**src/rtl/ntt_pkg.sv**
```systemverilog
// rtl/ntt_pkg.sv - shared NTT arithmetic constants for q = 12289
package ntt_pkg;
    localparam int DATA_WIDTH = 14;
    localparam int Q          = 12289;
    localparam int BARRETT_M  = 21843;
    localparam int BARRETT_K  = 28;
    localparam int PROD_WIDTH = 2 * DATA_WIDTH;
    localparam int R0_WIDTH   = 16;
    localparam int QHAT_WIDTH = 15;

    typedef logic [DATA_WIDTH-1:0] coeff_t;
endpackage

```
**src/rtl/tw_mul_stage_if.sv**
```systemverilog
// rtl/tw_mul_stage_if.sv - operand/result bundle between the twiddle stage and its neighbours
interface tw_mul_stage_if
    import ntt_pkg::*;
#(
    parameter int data_width = DATA_WIDTH
);
    logic                  in_valid;
    logic                  byp;
    logic [data_width-1:0] a;
    logic [data_width-1:0] b;
    logic [data_width-1:0] w;
    logic                  out_valid;
    logic [data_width-1:0] a_out;
    logic [data_width-1:0] b_out;

    modport master (
        output in_valid, byp, a, b, w,
        input  out_valid, a_out, b_out
    );

    modport slave (
        input  in_valid, byp, a, b, w,
        output out_valid, a_out, b_out
    );
endinterface

```
**src/rtl/barrett_reduce.sv**
```systemverilog
// rtl/barrett_reduce.sv - two-cycle Barrett reduction of a 28-bit value modulo q
module barrett_reduce
    import ntt_pkg::*;
(
    input  logic                  clk,
    input  logic                  rst,
    input  logic [PROD_WIDTH-1:0] x_i,
    output logic [DATA_WIDTH-1:0] r_o
);
    logic [QHAT_WIDTH-1:0] qhat;
    logic [PROD_WIDTH-1:0] qq;
    logic [R0_WIDTH-1:0]   r0_d, r0_q;
    logic [DATA_WIDTH-1:0] r_d, r_q;

    // qhat underestimates x/q by at most 2, so r0 stays below 3q and fits 16 bits.
    always_comb begin
        qhat = QHAT_WIDTH'((43'(x_i) * 43'(BARRETT_M)) >> BARRETT_K);
        qq   = PROD_WIDTH'(qhat) * PROD_WIDTH'(Q);
        r0_d = R0_WIDTH'(x_i - qq);
    end

    always_comb begin
        r_d = DATA_WIDTH'(r0_q);
        if (r0_q >= R0_WIDTH'(2 * Q)) begin
            r_d = DATA_WIDTH'(r0_q - R0_WIDTH'(2 * Q));
        end else if (r0_q >= R0_WIDTH'(Q)) begin
            r_d = DATA_WIDTH'(r0_q - R0_WIDTH'(Q));
        end
    end

    always_ff @(posedge clk) begin
        if (rst) begin
            r0_q <= '0;
            r_q  <= '0;
        end else begin
            r0_q <= r0_d;
            r_q  <= r_d;
        end
    end

    assign r_o = r_q;
endmodule

```
**src/rtl/tw_mul_stage.sv**
```systemverilog
// rtl/tw_mul_stage.sv - 4-cycle twiddle multiply (b*w mod q) with a time-aligned a lane and bypass
module tw_mul_stage
    import ntt_pkg::*;
#(
    parameter int data_width = DATA_WIDTH
)(
    input  logic           clk,
    input  logic           rst,
    tw_mul_stage_if.slave  io
);
    localparam int STAGES = 4;

    logic [data_width-1:0]   a_q   [STAGES];
    logic [data_width-1:0]   b_q   [STAGES];
    logic                    byp_q [STAGES];
    logic                    vld_q [STAGES];
    logic [data_width-1:0]   w_q;
    logic [2*data_width-1:0] prod_d, prod_q;
    logic [DATA_WIDTH-1:0]   red;

    assign prod_d = (2*data_width)'(b_q[0]) * (2*data_width)'(w_q);

    always_ff @(posedge clk) begin
        if (rst) begin
            for (int i = 0; i < STAGES; i++) begin
                a_q[i]   <= '0;
                b_q[i]   <= '0;
                byp_q[i] <= 1'b0;
                vld_q[i] <= 1'b0;
            end
            w_q    <= '0;
            prod_q <= '0;
        end else begin
            a_q[0]   <= io.a;
            b_q[0]   <= io.b;
            byp_q[0] <= io.byp;
            vld_q[0] <= io.in_valid;
            w_q      <= io.w;
            for (int i = 1; i < STAGES; i++) begin
                a_q[i]   <= a_q[i-1];
                b_q[i]   <= b_q[i-1];
                byp_q[i] <= byp_q[i-1];
                vld_q[i] <= vld_q[i-1];
            end
            prod_q <= prod_d;
        end
    end

    barrett_reduce u_reduce (
        .clk (clk),
        .rst (rst),
        .x_i (PROD_WIDTH'(prod_q)),
        .r_o (red)
    );

    // Reduced product and bypass lane are both register outputs of S4; only the select mux follows.
    assign io.out_valid = vld_q[STAGES-1];
    assign io.a_out     = a_q[STAGES-1];
    assign io.b_out     = byp_q[STAGES-1] ? b_q[STAGES-1] : data_width'(red);
endmodule

```
**src/flat_wrapper.sv**
```systemverilog
// flat-port wrapper written by rule: the top's interface ports become plain ports
module tw_mul_stage_flat import ntt_pkg::*;
#(
    parameter int data_width = DATA_WIDTH
)
  (clk, rst, io_in_valid, io_byp, io_a, io_b, io_w, io_out_valid, io_a_out, io_b_out);
  tw_mul_stage_if #(.data_width(data_width)) io_i ();
  input  logic clk;
  input  logic rst;
  input wire logic [$bits(io_i.in_valid)-1:0] io_in_valid;
  input wire logic [$bits(io_i.byp)-1:0] io_byp;
  input wire logic [$bits(io_i.a)-1:0] io_a;
  input wire logic [$bits(io_i.b)-1:0] io_b;
  input wire logic [$bits(io_i.w)-1:0] io_w;
  output wire logic [$bits(io_i.out_valid)-1:0] io_out_valid;
  output wire logic [$bits(io_i.a_out)-1:0] io_a_out;
  output wire logic [$bits(io_i.b_out)-1:0] io_b_out;
  assign io_i.in_valid = io_in_valid;
  assign io_i.byp = io_byp;
  assign io_i.a = io_a;
  assign io_i.b = io_b;
  assign io_i.w = io_w;
  assign io_out_valid = io_i.out_valid;
  assign io_a_out = io_i.a_out;
  assign io_b_out = io_i.b_out;
  tw_mul_stage #(.data_width(data_width)) u_core (.clk(clk), .rst(rst), .io(io_i));
endmodule
```
**config.mk**
```make
export PLATFORM = sky130hd
export DESIGN_NAME = tw_mul_stage_flat
export DESIGN_NICKNAME = d
export VERILOG_FILES = /design/src/rtl/ntt_pkg.sv /design/src/rtl/tw_mul_stage_if.sv /design/src/rtl/barrett_reduce.sv /design/src/rtl/tw_mul_stage.sv /design/src/flat_wrapper.sv
export SDC_FILE = /design/constraint.sdc
export NUM_CORES = 1
export LEC_CHECK = 0
export BUFFER_PORTS_ARGS = -buffer_cell sky130_fd_sc_hd__buf_2
export CORE_ASPECT_RATIO = 0.9
export CORE_MARGIN = 4
export CORE_UTILIZATION = 29
export CTS_CLUSTER_DIAMETER = 120
export DETAILED_ROUTE_END_ITERATION = 8
export SLEW_MARGIN = 20
export SYNTH_ARGS = -nofsm -noshare
export SYNTH_HDL_FRONTEND = slang
export SYNTH_SLANG_ARGS = --single-unit
```
**constraint.sdc**
```tcl
create_clock -name clk -period 10.1 [get_ports clk]
set_input_delay 2.02 -clock clk [delete_from_list [all_inputs] [get_ports clk]]
set_output_delay 2.02 -clock clk [all_outputs]
set_load 0.02 [all_outputs]
```
==> metrics.md <==
| Metric | Value |
|---|---|
| Status | `finished, final reports clean` |
| 1st-iter DRT viols | `583` |
| CTS tree | `yes` |
| Die height | `264 um` |
| Max H-tree Level | `4` |
| Nets | `2984` |
| Fmax | `103 MHz` |
| Netlist cell types | `64` |
| Vias per Instance | `4.33` |
| Vias after detailed routing | `14200` |
| Pre-antenna DRT Iters | `7` |
| Critical path's largest stage delay | `0.52 ns` |
| Synthesized area | `21100 um^2` |
| Clk sinks | `192` |
| Final Max Slew Viols | `0` |
| Final hold viol count | `0` |
| Initial Utilization | `0.294` |
| # diodes | `0` |
| Post-route setup TNS | `0 ns` |
| ANT nets after route | `0` |
| DPL Wire Length | `38900 um` |
| Max Clock Skew | `0.0103 ns` |
| Reg-to-Reg Start | `u_core.prod_q[11]` |
| IO Count | `75` |
| Total global routing overflow | `0` |
| Post-cts hold buffer count | `0` |
| Critical path arrival | `9.99 ns` |
| Port bufs | `74` |
| Critical Path Sink Type | `register` |
| Core area | `71800 um^2` |
| First-pass GRT wire length | `78600 um` |
| Slowest CP cell | `fa_1` |
| Routed len/inst | `14.3 um` |
| Synth Net Count | `2915` |
| CP startpoint | `u_core.prod_q[11]` |
| Crit Path Max Fanout | `6` |
| Max Cap Violations | `0` |
| GP Congestion | `0.892` |
| EDFF count, synth | `0` |
| Sequential area share after synthesis | `0.182` |
| Die area | `77100 um^2` |
| Die Wd | `292 um` |
| R2R depth | `41` |
| Initial antenna violation count | `2` |
| Gate Count Post-Synth | `2240` |
| Clock buffer depth | `2` |
| Minimum clock period | `9.67 ns` |
| Total track usage | `0.125` |
| Synthesized flop and latch total | `192` |
| DRC violation count after routing | `0` |
| Worst skew pair latency | `0.45 ns` |
| Ys async rst share | `0` |
| Clk slew on worst S/H paths | `0.08 ns` |
| Area grow syn2layout | `10.9%` |
| Row count | `93` |
| Synth Area per Inst | `9.42 um^2` |
| Pin count of the biggest net entering global routing | `130` |
| Number of global-route vias before repair | `14800` |
| Reg2Reg Setup Slack | `0.43 ns` |
| CP endpoint | `u_core.u_reduce.r0_q[9]` |
| RSZ-0062 raised after global routing | `no` |
| WS Path Type | `reg2reg` |
| Routed wire length | `46700 um` |
| Main synth FF type | `dfxtp_1` |
| Slew Limit Headroom | `0.278` |
| Worst-margin pin slew | `1.08 ns` |
| Worst Path Required | `10.42 ns` |
| Final period util | `0.958` |
| Most common cell on crit path | `inv_1` |
| Root buf cell | `clkbuf_16` |
| Min-delay worst type | `reg2reg` |
| Cts bufs inserted | `17` |
| # setup viols final | `0` |
| Ys Warns | `0` |
| Layout cells sized above 1 | `0.0810` |
| Setup crit start kind | `register` |
| FF-to-FF End | `u_core.u_reduce.r0_q[9]` |
## critical path, delay by kind of cell (launching register included)
family / cells / cell delay (ns)
buffers and inverters: 11 / 0.79
DFF: 1 / 0.48
AOI/OAI and AO/OA: 13 / 2.42
xor gates and xnor gates: 2 / 0.28
and+or+nand+nor: 1 / 0.05
adders and majority gates: 14 / 5.47
## per-stage QoR
stage	worst slack, ns	hold slack [ns]	cells	cell area (um^2)	util
2_1_floorplan	0.466	0.414	2240	21100	-
3_3_place_gp	0.399	0.416	3238	22700	0.316
3_5_place_dp	0.214	0.420	3238	22700	0.316
4_1_cts	0.182	0.437	3270	23300	0.324
5_1_grt	0.0100	0.443	3272	23400	0.326
6_report	0.428	0.432	3272	23400	0.326
## state kept, by name, indices dropped and copies added (netlist names)
| signal | flops |
|---|---|
| u_core.byp_q | 4 |
| u_core.u_reduce.r0_q | 16 |
| u_core.u_reduce.r_o | 14 |
| u_core.w_q | 14 |
| u_core.b_q | 56 |
| u_core.vld_q | 4 |
| u_core.prod_q | 28 |
| u_core.a_q | 56 |
## layout by cell type (no fill, tap or decap), types with 4 or more instances in the layout
master,synthesis,final
a21oi_1,65,63
nor4_1,6,6
a211oi_1,12,10
o21bai_1,8,8
buf_4,14,43
and3_1,6,6
o21a_1,8,8
or3_1,6,6
a31oi_1,8,8
fa_1,285,285
xor2_1,24,24
nand2_1,153,153
xnor2_1,38,37
nand3_1,15,15
a21o_1,38,38
dfxtp_1,192,192
inv_1,514,514
nor2b_1,146,146
and2_1,81,81
o21ai_1,2,4
clkinv_8,0,5
and4_1,5,5
nor2_1,72,72
nor3_1,18,18
buf_2,0,73
inv_8,0,4
o211ai_1,5,5
nand2b_1,8,8
clkbuf_16,0,17
nand4_1,8,8
mux2_2,15,15
o21ai_0,35,32
nor3b_1,5,5
ha_1,344,343
## logic make-up after synthesis
| family | Yosys count | share of synthesized area |
|---|---|---|
| adders and majority gates | 629 | 0.475 |
| buffers and inverters | 581 | 0.106 |
| and+or+nand+nor | 544 | 0.135 |
| AOI/OAI and AO/OA | 214 | 0.0664 |
| DFF | 192 | 0.182 |
| xor gates and xnor gates | 63 | 0.0268 |
| muxes | 17 | 0.00902 |
## cells in the mapped netlist (all sizes together), types with 24 or more instances
master	n	area, um^2
dfxtp	192	3840
and2	81	507
a21oi	66	342
ha	344	4300
xnor2	38	333
a21o	38	285
nand2	154	581
clkbuf	48	180
fa	285	5710
nor2b	146	913
nor2	73	277
inv	514	1930
o21ai	38	194
xor2	24	210
## layer usage
metal / up-vias / wire (um) / global-route usage
met5: - / 0 / 0
met4: 0 / 536 / 0.0207
met3: 31 / 2590 / 0.0293
met2: 224 / 21200 / 0.199
met1: 6865 / 22500 / 0.177
li1: 7054 / - / -
## how the worst min path moves through the flow
stage,from,end,cells past startpoint
5_1_grt,u_core.a_q[0][11],u_core.a_q[0][25],1
3_5_place_dp,u_core.a_q[0][11],u_core.a_q[0][25],1
4_1_cts,u_core.a_q[0][10],u_core.a_q[0][24],1
3_3_place_gp,u_core.a_q[0][9],u_core.a_q[0][23],1
6_report,u_core.a_q[0][11],u_core.a_q[0][25],1
2_1_floorplan,u_core.a_q[0][0],u_core.a_q[0][14],1
## cell type report
type                            count  area [um^2]
Clock buffer                       17          425
Clock inverter                     15          199
Fill cell                        7436        48400
Inverter                          514         1930
Multi-Input combinational cell   1467        15100
Sequential cell                   192         3840
Tap cell                          950         1190
Timing Repair Buffer              117          699
## what timing repair did
action | 4_1_cts | 5_1_grt
endpoints found under the setup margin | 0 | 7
hold endpoints to repair | 0 | 0
buffers inserted | 0 | 2
gates resized for setup | 0 | 15
Power is not shown: default switching activity piles up to over one toggle a cycle in this logic, so the estimate is an artifact.
